`config.mk`:
```
export PLATFORM = sky130hd
export DESIGN_NAME = serial_gt_compare
export DESIGN_NICKNAME = d
export VERILOG_FILES = /design/src/rtl/alu_cmp_pkg.sv /design/src/rtl/chunk_cmp.sv /design/src/rtl/serial_gt_compare.sv
export SDC_FILE = /design/constraint.sdc
export NUM_CORES = 1
export LEC_CHECK = 0
export BUFFER_PORTS_ARGS = -buffer_cell sky130_fd_sc_hd__buf_4
export CORE_MARGIN = 3
export CORE_UTILIZATION = 40
export DETAILED_ROUTE_END_ITERATION = 16
export HOLD_SLACK_MARGIN = 0.05
export REMOVE_ABC_BUFFERS = 1
export SLEW_MARGIN = 20
export SYNTH_ARGS = -nofsm -noshare
export SYNTH_HDL_FRONTEND = slang
export SYNTH_HIERARCHICAL = 1
export SYNTH_SLANG_ARGS = --single-unit
```
`constraint.sdc`:
```
create_clock -name clk -period 4.2 [get_ports clk]
set_input_delay 0 -clock clk [delete_from_list [all_inputs] [get_ports clk]]
set_output_delay 0 -clock clk [all_outputs]
set_load 0.03 [all_outputs]
```
`src/rtl/alu_cmp_pkg.sv`:
```
// Shared definitions for the serial magnitude comparator.
//   state_e    : comparator FSM states (IDLE, SCAN).
//   cmp_res_e  : three-way compare result code.
//   WIDTH_DEF / BPC_DEF / NCHUNK : default geometry (32-bit operands, 2 bits per cycle).
//   idx_bits() : width of a counter that indexes n chunks (never below 1).
package alu_cmp_pkg;

    localparam int WIDTH_DEF = 32;
    localparam int BPC_DEF   = 2;
    localparam int NCHUNK    = WIDTH_DEF / BPC_DEF;

    typedef enum logic {
        IDLE,
        SCAN
    } state_e;

    typedef enum logic [1:0] {
        CMP_LT,
        CMP_EQ,
        CMP_GT
    } cmp_res_e;

    function automatic int idx_bits(input int n);
        return (n > 1) ? $clog2(n) : 1;
    endfunction

endpackage

```
`src/rtl/chunk_cmp.sv`:
```
// Combinational BPC-bit chunk comparator.
// Ports:
//   a_chunk, b_chunk : chunk of operand A / B (MSB of the chunk is bit BPC-1).
//   sign_override    : set on the top chunk of a signed compare; when the chunk
//                      MSBs (operand sign bits) differ, the negative operand wins
//                      as the smaller one regardless of the other bits.
//   chunk_gt/lt      : A chunk greater / less than B chunk (both 0 when equal).
module chunk_cmp #(
    parameter int BPC = 2
) (
    input  logic [BPC-1:0] a_chunk,
    input  logic [BPC-1:0] b_chunk,
    input  logic           sign_override,
    output logic           chunk_gt,
    output logic           chunk_lt
);

    always_comb begin
        chunk_gt = 1'b0;
        chunk_lt = 1'b0;
        if (sign_override && (a_chunk[BPC-1] != b_chunk[BPC-1])) begin
            // Sign bit set means negative, hence smaller.
            chunk_lt = a_chunk[BPC-1];
            chunk_gt = b_chunk[BPC-1];
        end else begin
            // Same sign (or unsigned): plain magnitude compare is correct.
            chunk_gt = (a_chunk > b_chunk);
            chunk_lt = (a_chunk < b_chunk);
        end
    end

endmodule

```
`src/rtl/serial_gt_compare.sv`:
```
// Multi-cycle magnitude comparator. Operands are latched on start and scanned
// MSB-first, BPC bits per cycle; the scan stops at the first differing chunk
// or after the last chunk.
// Ports:
//   clk        : rising-edge clock.
//   rst_n      : synchronous active-low reset.
//   start      : compare request, accepted only in IDLE.
//   is_signed  : two's-complement interpretation, latched with start.
//   a, b       : operands, latched with start.
//   busy       : high while scanning.
//   done       : one-cycle pulse when gt/lt/eq are written.
//   gt, lt, eq : result, held until the next decision.
// WIDTH must be a multiple of BPC; BPC is 1, 2 or 4.
module serial_gt_compare
    import alu_cmp_pkg::*;
#(
    parameter int WIDTH = WIDTH_DEF,
    parameter int BPC   = BPC_DEF
) (
    input  logic             clk,
    input  logic             rst_n,
    input  logic             start,
    input  logic             is_signed,
    input  logic [WIDTH-1:0] a,
    input  logic [WIDTH-1:0] b,
    output logic             busy,
    output logic             done,
    output logic             gt,
    output logic             lt,
    output logic             eq
);

    localparam int NCH   = WIDTH / BPC;
    localparam int IDX_W = idx_bits(NCH);
    localparam logic [IDX_W-1:0] TOP_IDX = IDX_W'(NCH - 1);

    state_e           state_q, state_d;
    logic [WIDTH-1:0] a_q, a_d;
    logic [WIDTH-1:0] b_q, b_d;
    logic             signed_q, signed_d;
    logic [IDX_W-1:0] idx_q, idx_d;
    logic             done_q, done_d;
    logic             gt_q, gt_d;
    logic             lt_q, lt_d;
    logic             eq_q, eq_d;

    // Latched operands split into chunks so the scan is a simple array select.
    logic [BPC-1:0] a_chunks [NCH];
    logic [BPC-1:0] b_chunks [NCH];

    for (genvar gi = 0; gi < NCH; gi++) begin : g_chunks
        assign a_chunks[gi] = a_q[gi*BPC +: BPC];
        assign b_chunks[gi] = b_q[gi*BPC +: BPC];
    end

    logic     chunk_gt;
    logic     chunk_lt;
    logic     sign_override;
    cmp_res_e res;

    // The sign rule only matters on the chunk holding the operand sign bits.
    assign sign_override = signed_q && (idx_q == TOP_IDX);

    chunk_cmp #(
        .BPC (BPC)
    ) u_chunk_cmp (
        .a_chunk       (a_chunks[idx_q]),
        .b_chunk       (b_chunks[idx_q]),
        .sign_override (sign_override),
        .chunk_gt      (chunk_gt),
        .chunk_lt      (chunk_lt)
    );

    always_comb begin
        if (chunk_gt) begin
            res = CMP_GT;
        end else if (chunk_lt) begin
            res = CMP_LT;
        end else begin
            res = CMP_EQ;
        end
    end

    always_comb begin
        state_d  = state_q;
        a_d      = a_q;
        b_d      = b_q;
        signed_d = signed_q;
        idx_d    = idx_q;
        done_d   = 1'b0;
        gt_d     = gt_q;
        lt_d     = lt_q;
        eq_d     = eq_q;
        case (state_q)
            IDLE: begin
                // Results are intentionally left alone here; they persist
                // until the next decision.
                if (start) begin
                    a_d      = a;
                    b_d      = b;
                    signed_d = is_signed;
                    idx_d    = TOP_IDX;
                    state_d  = SCAN;
                end
            end
            SCAN: begin
                if ((res != CMP_EQ) || (idx_q == '0)) begin
                    gt_d    = (res == CMP_GT);
                    lt_d    = (res == CMP_LT);
                    eq_d    = (res == CMP_EQ);
                    done_d  = 1'b1;
                    state_d = IDLE;
                end else begin
                    idx_d = idx_q - IDX_W'(1);
                end
            end
            default: state_d = IDLE;
        endcase
    end

    always_ff @(posedge clk) begin
        if (!rst_n) begin
            state_q  <= IDLE;
            a_q      <= '0;
            b_q      <= '0;
            signed_q <= 1'b0;
            idx_q    <= '0;
            done_q   <= 1'b0;
            gt_q     <= 1'b0;
            lt_q     <= 1'b0;
            eq_q     <= 1'b0;
        end else begin
            state_q  <= state_d;
            a_q      <= a_d;
            b_q      <= b_d;
            signed_q <= signed_d;
            idx_q    <= idx_d;
            done_q   <= done_d;
            gt_q     <= gt_d;
            lt_q     <= lt_d;
            eq_q     <= eq_d;
        end
    end

    assign busy = (state_q == SCAN);
    assign done = done_q;
    assign gt   = gt_q;
    assign lt   = lt_q;
    assign eq   = eq_q;

endmodule

```
==> tab_implementation.tex, run 1 <==
\begin{tabular}{lr}
\hline
Metric & Value \\
\hline
\multicolumn{2}{l}{\textbf{Run status}} \\
\quad Status & finished clean \\
\multicolumn{2}{l}{\textbf{Timing}} \\
\quad Ratio of final minimum period to clock period & 83.3\% \\
\quad Worst clock skew & 9.09 ps \\
\quad Clock period minus worst slack & around 3500 ps \\
\quad Achievable clock frequency & 0.286 GHz \\
\quad Aggregate negative setup slack & 0 ps \\
\quad Unrepaired setup endpoints after global routing & false \\
\quad Final setup violation count & 0 \\
\quad Fin. Hold Viols & 0 \\
\quad Post-route worst setup slack & 700 ps \\
\quad Slew HR & 53.8\% \\
\quad Transition time at the pin with the least slew margin & 693 ps \\
\quad Max-slew violations & 0 \\
\multicolumn{2}{l}{\textbf{Final layout}} \\
\quad Most frequent cells in the layout & sky130\_fd\_sc\_hd\_\_nand2\_1, sky130\_fd\_sc\_hd\_\_buf\_4, sky130\_fd\_sc\_hd\_\_dfxtp\_1 \\
\quad Layout Area Growth over Synthesis & 43.8\% \\
\quad Leading cell type in the layout, fill and taps excluded & sky130\_fd\_sc\_hd\_\_nand2\_1 \\
\quad Antenna diode instance count & 0 \\
\quad Fraction of layout cells with a size suffix above 1 & 22.3\% \\
\quad Fin cells & 608 \\
\quad Final-layout fill cell count & 679 \\
\quad Final-stage net count & 574 \\
\multicolumn{2}{l}{\textbf{Synth}} \\
\quad Count of different cell masters after synthesis & 33 \\
\quad Dominant cell type by area after synthesis & sky130\_fd\_sc\_hd\_\_dfxtp\_1 \\
\quad Post-synthesis share of cell area spent on xor and xnor gates & 0\% \\
\quad Most used flip-flop cell after synthesis & sky130\_fd\_sc\_hd\_\_dfxtp\_1 \\
\quad Number of synthesized flops with an enable pin & 0 \\
\quad Mapped cell area & 3290 um\^{}2 \\
\quad Register bit total from synthesis & 74 \\
\quad Cell count after synthesis & 379 \\
\quad Main combinational cell family by area after synthesis & simple AND/OR/NAND/NOR gates \\
\quad Simple-gate share of the synthesized area & 20.1\% \\
\quad Area fraction in compound gates after synthesis & 17.5\% \\
\quad Arithmetic-cell share of the synthesized area counting full adders, half adders and majority gates & 1.52\% \\
\quad Post-synthesis async set-or-reset flop share & 0\% \\
\quad Share of cell area taken by muxes after synthesis & 11.4\% \\
\quad Main area contributors after synthesis & sky130\_fd\_sc\_hd\_\_dfxtp\_1, sky130\_fd\_sc\_hd\_\_nand2\_1, sky130\_fd\_sc\_hd\_\_mux4\_2 \\
\quad Yosys top cell area share & 45.0\% \\
\quad Mapped Avg Cell Area & 8.69 um\^{}2 \\
\quad Sequential element share of the synthesized area & 45.0\% \\
\quad Number of warnings reported in the yosys synthesis log & 6 \\
\multicolumn{2}{l}{\textbf{Floorplanning}} \\
\quad Chip width & about 97 um \\
\quad Initial Utilization & 42.0\% \\
\quad Placeable core area & around 7800 um\^{}2 \\
\quad Number of top-level pins & 73 \\
\quad Die area & about 9400 um\^{}2 \\
\quad FP Rows & 32 \\
\quad Die Y-Extent & 96.7 um \\
\multicolumn{2}{l}{\textbf{Power and ir drop}} \\
\quad Areal power density over the cells & 405 nW/um\^{}2 \\
\quad Internal power contribution & 1.35 mW \\
\quad Switching power share of the total & 29.6\% \\
\quad Leakage power & 1.92 nW \\
\quad Share of power burned in the clock network & 29.8\% \\
\quad IR drop worst, VDD & 146 uV \\
\quad Part of the total power dissipated in sequential elements & a little over two fifths \\
\quad Net switching power & 0.569 mW \\
\quad Part of the total power dissipated in combinational logic & 26.5\% \\
\multicolumn{2}{l}{\textbf{Drt}} \\
\quad Routed via count divided by cell count & 4.81 \\
\quad Drt drc & 0 \\
\quad Sum of routed wire length over all layers & 7970 um \\
\quad DRT antenna net count & 0 \\
\quad Drt pass-1 iters & 4 \\
\quad Mean routed wirelength per cell & $\sim$13 um \\
\quad Total vias in the final route & 2,927 \\
\quad Initial detailed-routing violation count & 108 \\
\multicolumn{2}{l}{\textbf{Setup path}} \\
\quad FF-to-FF setup slack & 700 ps \\
\quad Ordered cell list for the critical path & buf\_4 > mux4\_2 > a22oi\_1 > nand3\_1 > inv\_1 > ha\_1 > nor2\_1 > a21oi\_1 > o21ai\_0 > nor2\_1 > and3\_1 > mux2\_4 > o21a\_1 \\
\quad Depth of the worst register-to-register path & 13 \\
\quad Crit-path most repeated cell & sky130\_fd\_sc\_hd\_\_nor2\_1 \\
\quad Cell with the largest stage delay on the worst path & sky130\_fd\_sc\_hd\_\_dfxtp\_1 \\
\quad Maximum fanout along the worst path & 9 \\
\quad Worst path top cell family by delay & multiplexers \\
\quad Data arrival time of the worst path & 3740 ps \\
\quad Reg-to-reg critical path startpoint & idx\_q[0]\$\_SDFFE\_PN0P\_ \\
\quad Req. time, crit path & $\sim$4400 ps \\
\quad Maximum single-stage delay on the critical path & just under 700 ps \\
\quad Worst reg2reg endpoint & idx\_q[2]\$\_SDFFE\_PN0P\_ \\
\quad Combined buffer and inverter count along the critical path & 2 \\
\quad Category of the critical setup timing path & register to register \\
\quad Element type at the critical path end & register \\
\quad Launching element type of the critical path & register \\
\multicolumn{2}{l}{\textbf{Clock network}} \\
\quad H-tree levels & 3 \\
\quad Clock-pin slew on the worst setup and hold paths & roughly 80 ps \\
\quad Source-to-sink clock delay at the later pin of the worst-skew pair & 340 ps \\
\quad Clock Tree Buf Depth & 2 \\
\quad Count of buffers added by post-CTS timing repair for setup & 0 \\
\quad Buffer type at the clock tree root & sky130\_fd\_sc\_hd\_\_clkbuf\_8 \\
\quad CTS Buf Count & 9 \\
\quad Clock tree from TritonCTS & yes \\
\quad Total number of clock tree sinks & 74 \\
\multicolumn{2}{l}{\textbf{Placed design}} \\
\quad Placed Cells & between 500 and 600 \\
\quad Routability congestion estimate from global placement & 0.764 \\
\quad Worst-case setup slack after placement & 736 ps \\
\quad Buffers on Ports & 72 \\
\quad Post-DP HPWL & 5040 um \\
\multicolumn{2}{l}{\textbf{Global routing}} \\
\quad Met3 routing resource usage after global routing & 3.32\% \\
\quad Initial antenna violation count & 0 \\
\quad Met2 demand-to-capacity share in global routing & about 28\% \\
\quad Met1 routing resource usage after global routing & 24.2\% \\
\quad Number of global-route vias before repair & around 2,900 \\
\quad Busiest grt layer & met2 \\
\quad Leftover overflow at the end of global routing & 0 \\
\quad GRT Util Overall & between 10\% and 20\% \\
\quad Largest net degree at the start of global routing & 71 \\
\quad Global-route wire length before repair & 13,600 um \\
\multicolumn{2}{l}{\textbf{Flow run}} \\
\quad Max-cap violations & 0 \\
\multicolumn{2}{l}{\textbf{Worst hold path}} \\
\quad End of the worst hold path & busy\$\_SDFF\_PN0\_ \\
\quad Startpoint of the most critical hold path & rst\_n \\
\quad Min-delay worst type & primary input to register \\
\quad Cells on Worst Hold Path & 2 \\
\hline
\end{tabular}
==> through the flow <==
step                utilization [%]  power [mW]  hold WS [ps]  instance area (um^2)
floorplan                         -        1.15           118                  3170
global placement               49.4        1.31           251                  3880
detailed placement             49.5        1.32           254                  3880
CTS                            60.4        1.93          84.6                  4740
global route                   60.4        2.03           112                  4740
finish                         60.4        1.92          87.8                  4740
==> per-layer routing <==
| layer | up-vias | routed length, um |
|---|---|---|
| met3 | 8 | 293 |
| met1 | 1334 | 3970 |
| met2 | 61 | 3630 |
| met4 | 0 | 82 |
| met5 | - | 0 |
| li1 | 1524 | - |
==> repair_timing <==
item | in CTS | in global routing
hold buffers | 65 | 0
endpoints found under the hold margin | 65 | 0
resized for setup | 0 | 0
endpoints found under the setup margin | 0 | 0
==> state kept, by name (all words and copies together), names as in the netlist <==
| name | cells |
|---|---|
| eq | 1 |
| signed_q | 1 |
| idx_q | 4 |
| a_q | 32 |
| busy | 1 |
| b_q | 32 |
| gt | 1 |
| lt | 1 |
| done | 1 |
==> final cells by class <==
| cell class | instances | area (um^2) | share of cell area [%] |
|---|---|---|---|
| inverters | 7 | 26.3 | 0.555 |
| well taps | 102 | 128 | 2.69 |
| multi-input cells | 269 | 1680 | 35.4 |
| flip-flops and latches | 74 | 1480 | 31.3 |
| clock buffers | 13 | 169 | 3.57 |
| repair buffers | 141 | 1220 | 25.8 |
| clock inverters | 2 | 35.0 | 0.740 |
==> power by group through the flow <==
stage / clock, mW / combinational, mW / sequential (mW)
after floorplan: 0 / 0.285 / 0.866
after global placement: 0 / 0.452 / 0.857
after detailed placement: 0 / 0.463 / 0.858
after CTS: 0.578 / 0.512 / 0.842
after global routing: 0.607 / 0.571 / 0.853
final: 0.571 / 0.508 / 0.840
==> worst reg2reg max path, cell delays in order (launching register included) <==
cell                      delay, ps
sky130_fd_sc_hd__dfxtp_1        690
sky130_fd_sc_hd__buf_4          260
sky130_fd_sc_hd__mux4_2         500
sky130_fd_sc_hd__a22oi_1        200
sky130_fd_sc_hd__nand3_1        100
sky130_fd_sc_hd__inv_1           80
sky130_fd_sc_hd__ha_1           170
sky130_fd_sc_hd__nor2_1          60
sky130_fd_sc_hd__a21oi_1        130
sky130_fd_sc_hd__o21ai_0        110
sky130_fd_sc_hd__nor2_1         240
sky130_fd_sc_hd__and3_1         380
sky130_fd_sc_hd__mux2_4         330
sky130_fd_sc_hd__o21a_1         160
==> synth_stat cells (all sizes together), types with 3 or more instances <==
library cell,n
mux4,16
dfxtp,74
ha,4
a21boi,40
o21ai,3
nor2b,6
buf,12
nand3,8
nand2,136
nor2,4
a21oi,27
nor3,3
clkbuf,17
a22oi,5
inv,7
==> worst max-delay path by stage <==
stage	start	endpoint	slack, ps	cells after the start
final	idx_q[0]$_SDFFE_PN0P_	idx_q[2]$_SDFFE_PN0P_	700	13
after global routing	idx_q[0]$_SDFFE_PN0P_	idx_q[2]$_SDFFE_PN0P_	350	13
after CTS	idx_q[0]$_SDFFE_PN0P_	idx_q[2]$_SDFFE_PN0P_	690	13
after detailed placement	idx_q[0]$_SDFFE_PN0P_	idx_q[2]$_SDFFE_PN0P_	740	13
after global placement	idx_q[0]$_SDFFE_PN0P_	idx_q[2]$_SDFFE_PN0P_	800	12
after floorplan	idx_q[0]$_SDFFE_PN0P_	idx_q[2]$_SDFFE_PN0P_	810	11
==> kinds of logic after synthesis <==
logic type               Yosys count
AND/OR/NAND/NOR                  163
buffers and inverters             36
multiplexers                      17
AO/OA/AOI/OAI                     85
flip-flops                        74
adder cells (fa/ha/maj)            4
Note: power is estimated with default switching activity, not from simulation.
==> run 2: changes to the inputs <==
==> constraint.sdc (replaced) <==
create_clock -name clk -period 3.1 [get_ports clk]
set_input_delay 0 -clock clk [delete_from_list [all_inputs] [get_ports clk]]
set_output_delay 0 -clock clk [all_outputs]
set_load 0.03 [all_outputs]
==> tab_implementation.tex, run 2 (same netlist as run 1, synthesis figures left out) <==
\begin{tabular}{lr}
\hline
Metric & Value \\
\hline
\multicolumn{2}{l}{\textbf{Setup path}} \\
\quad Cell with the largest stage delay on the worst path & sky130\_fd\_sc\_hd\_\_mux4\_2 \\
\quad FF-to-FF setup slack & 180 ps (-520 ps) \\
\quad Category of the critical setup timing path & register to register \\
\quad Data arrival time of the worst path & 3150 ps (-590 ps) \\
\quad Reg-to-reg critical path startpoint & idx\_q[0]\$\_SDFFE\_PN0P\_ \\
\quad Ordered cell list for the critical path & buf\_12 > mux4\_2 > a22oi\_2 > nand3\_1 > ha\_1 > a211o\_1 > o21ai\_2 > nor2\_2 > and3\_1 > mux2\_4 > o21a\_1 \\
\quad Maximum single-stage delay on the critical path & 520 ps (-170 ps) \\
\quad Worst reg2reg endpoint & idx\_q[2]\$\_SDFFE\_PN0P\_ \\
\quad Maximum fanout along the worst path & 10 (+1) \\
\quad Depth of the worst register-to-register path & 11 (-2) \\
\quad Worst setup path startpoint & idx\_q[0]\$\_SDFFE\_PN0P\_ \\
\quad End of the critical path & idx\_q[2]\$\_SDFFE\_PN0P\_ \\
\quad Launching element type of the critical path & register \\
\quad Req. time, crit path & 3330 ps (-1110 ps) \\
\quad Element type at the critical path end & register \\
\multicolumn{2}{l}{\textbf{Floorplanning}} \\
\quad Placeable core area & 7850 um\^{}2 (unchanged) \\
\quad Die area & 9360 um\^{}2 (unchanged) \\
\quad FP Rows & 32 (unchanged) \\
\quad Number of top-level pins & 73 (unchanged) \\
\quad Chip width & 96.7 um (unchanged) \\
\quad Die Y-Extent & 96.7 um (unchanged) \\
\quad Initial Utilization & 42.0\% (unchanged) \\
\multicolumn{2}{l}{\textbf{Final layout}} \\
\quad Most frequent cells in the layout & sky130\_fd\_sc\_hd\_\_nand2\_1, sky130\_fd\_sc\_hd\_\_buf\_4, sky130\_fd\_sc\_hd\_\_dfxtp\_1 \\
\quad Area used by multi-input combinational logic & 1680 um\^{}2 (+0.15\%) \\
\quad Final-stage net count & 576 (+0.35\%) \\
\quad Leading cell type in the layout, fill and taps excluded & sky130\_fd\_sc\_hd\_\_nand2\_1 \\
\quad Fraction of layout cells with a size suffix above 1 & 23.3\% (+0.94 points) \\
\quad Total area of sequential cells & 1480 um\^{}2 (about the same) \\
\quad Final-layout fill cell count & 693 (+2.1\%) \\
\quad Fin cells & 609 (+0.16\%) \\
\quad Layout Area Growth over Synthesis & 46.3\% \\
\quad Registers with the highest flip-flop counts & a\_q x32, b\_q x32, idx\_q x4 \\
\quad Utilization of the core after routing & 61.4\% (+1.0 points) \\
\quad Antenna diode instance count & 0 (unchanged) \\
\multicolumn{2}{l}{\textbf{Global routing}} \\
\quad Leftover overflow at the end of global routing & 0 (unchanged) \\
\quad Global-route wire length before repair & 13,800 um (+1.3\%) \\
\quad GRT Util Overall & 17.6\% (+0.067 points) \\
\quad Largest net degree at the start of global routing & 48 (-32\%) \\
\quad Number of global-route vias before repair & 3,056 (+6.5\%) \\
\quad Initial antenna violation count & 0 (unchanged) \\
\multicolumn{2}{l}{\textbf{Placed design}} \\
\quad Buffers on Ports & 72 (unchanged) \\
\quad Routability congestion estimate from global placement & 0.817 (+7.0\%) \\
\quad Post-DP HPWL & 5120 um (+1.5\%) \\
\quad Placed Cells & 530 (+0.38\%) \\
\multicolumn{2}{l}{\textbf{Clock network}} \\
\quad CTS Buf Count & 9 (unchanged) \\
\quad Clock Tree Buf Depth & 2 (unchanged) \\
\quad Total number of clock tree sinks & 74 (unchanged) \\
\quad Clock tree from TritonCTS & yes \\
\quad H-tree levels & 3 (unchanged) \\
\quad Source-to-sink clock delay at the later pin of the worst-skew pair & 350 ps (about the same) \\
\quad Clock-pin slew on the worst setup and hold paths & 70 ps (about the same) \\
\quad Buffer type at the clock tree root & sky130\_fd\_sc\_hd\_\_clkbuf\_8 \\
\multicolumn{2}{l}{\textbf{Timing}} \\
\quad Worst clock skew & 13.6 ps (+4.54 ps) \\
\quad Max-slew violations & 0 (unchanged) \\
\quad Ratio of final minimum period to clock period & 94.1\% (+11 points) \\
\quad Final setup violation count & 0 (unchanged) \\
\quad Unrepaired setup endpoints after global routing & false \\
\quad Clock period minus worst slack & 2920 ps (-582 ps) \\
\quad Achievable clock frequency & 0.343 GHz (+20\%) \\
\quad Transition time at the pin with the least slew margin & 691 ps (-2.39 ps) \\
\quad Fin. Hold Viols & 0 (unchanged) \\
\quad Worst hold slack & 104 ps (+16.7 ps) \\
\quad Aggregate negative setup slack & 0 ps (unchanged) \\
\quad Slew HR & 53.8\% (+0.062 points) \\
\multicolumn{2}{l}{\textbf{Drt}} \\
\quad Drt pass-1 iters & 4 (unchanged) \\
\quad Drt drc & 0 (unchanged) \\
\quad DRT antenna net count & 0 (unchanged) \\
\quad Routed via count divided by cell count & 4.91 (+1.9\%) \\
\quad Total vias in the final route & 2,988 (+2.1\%) \\
\quad Mean routed wirelength per cell & 13.2 um (+0.73\%) \\
\quad Sum of routed wire length over all layers & 8040 um (+0.89\%) \\
\quad Initial detailed-routing violation count & 68 (-37\%) \\
\multicolumn{2}{l}{\textbf{Power and ir drop}} \\
\quad Post-layout total power & 2.74 mW (+43\%) \\
\quad Leakage power & 1.94 nW (+1.2\%) \\
\quad Areal power density over the cells & 569 nW/um\^{}2 (+40\%) \\
\quad IR drop worst, VDD & 300 uV (+110\%) \\
\multicolumn{2}{l}{\textbf{Run status}} \\
\quad Status & finished clean \\
\multicolumn{2}{l}{\textbf{Worst hold path}} \\
\quad Min-delay worst type & primary input to register \\
\multicolumn{2}{l}{\textbf{Flow run}} \\
\quad Max-cap violations & 0 (unchanged) \\
\hline
\end{tabular}
==> run 2: area by class of cell <==
cell class / count / share of cell area [%]
clock inverters: 5 / 2.18
well taps: 102 / 2.65
inverters: 7 / 0.545
flip-flops and latches: 74 / 30.8
multi-input cells: 269 / 34.8
repair buffers: 143 / 26.4
clock buffers: 9 / 2.57
==> run 2: per-layer routing <==
layer | vias up | global-route usage [%] | routed length (um)
met5 | - | 0 | 0
met2 | 65 | 30.8 | 3900
met3 | 5 | 4.90 | 387
li1 | 1529 | - | -
met4 | 0 | 4.00 | 34
met1 | 1389 | 21.4 | 3720
==> run 2: per-stage QoR <==
| stage | instance area [um^2] | setup WS (ps) |
|---|---|---|
| 2_1_floorplan | 3170 | -294 |
| 4_1_cts | 4810 | 65.9 |
| 6_report | 4820 | 182 |
| 5_1_grt | 4820 | 44.0 |
| 3_5_place_dp | 3930 | 101 |
| 3_3_place_gp | 3930 | 164 |
==> run 2: how the worst min path moves through the flow <==
stage | depth (start not counted) | slack (ps) | to | start
floorplan | 1 | 120 | busy$_SDFF_PN0_ | rst_n
global placement | 3 | 250 | b_q[8]$_SDFFE_PN0P_ | b[8]
detailed placement | 3 | 260 | b_q[1]$_SDFFE_PN0P_ | b[1]
CTS | 2 | 90 | idx_q[3]$_SDFFE_PN0P_ | rst_n
global route | 2 | 120 | busy$_SDFF_PN0_ | rst_n
finish | 2 | 100 | idx_q[3]$_SDFFE_PN0P_ | rst_n
==> run 2: critical path: cells and delay by family, from the launching register on <==
family,cells,cell delay [ps]
adders and majority gates,1,360
and+or+nand+nor,3,410
buffers and inverters,1,150
AOI/OAI and AO/OA,4,720
DFF,1,350
muxes,2,810
==> run 2: power breakdown <==
group	internal, mW	switching (mW)
combinational	0.385	0.373
sequential	1.04	0.0692
clock	0.526	0.343
==> run 2: what timing repair did <==
item                                    in CTS  in global routing
hold buffers                                65                  0
endpoints found under the hold margin       65                  0
setup buffers                                0                  0
gates resized for setup                      0                  4
endpoints found under the setup margin       0                  4
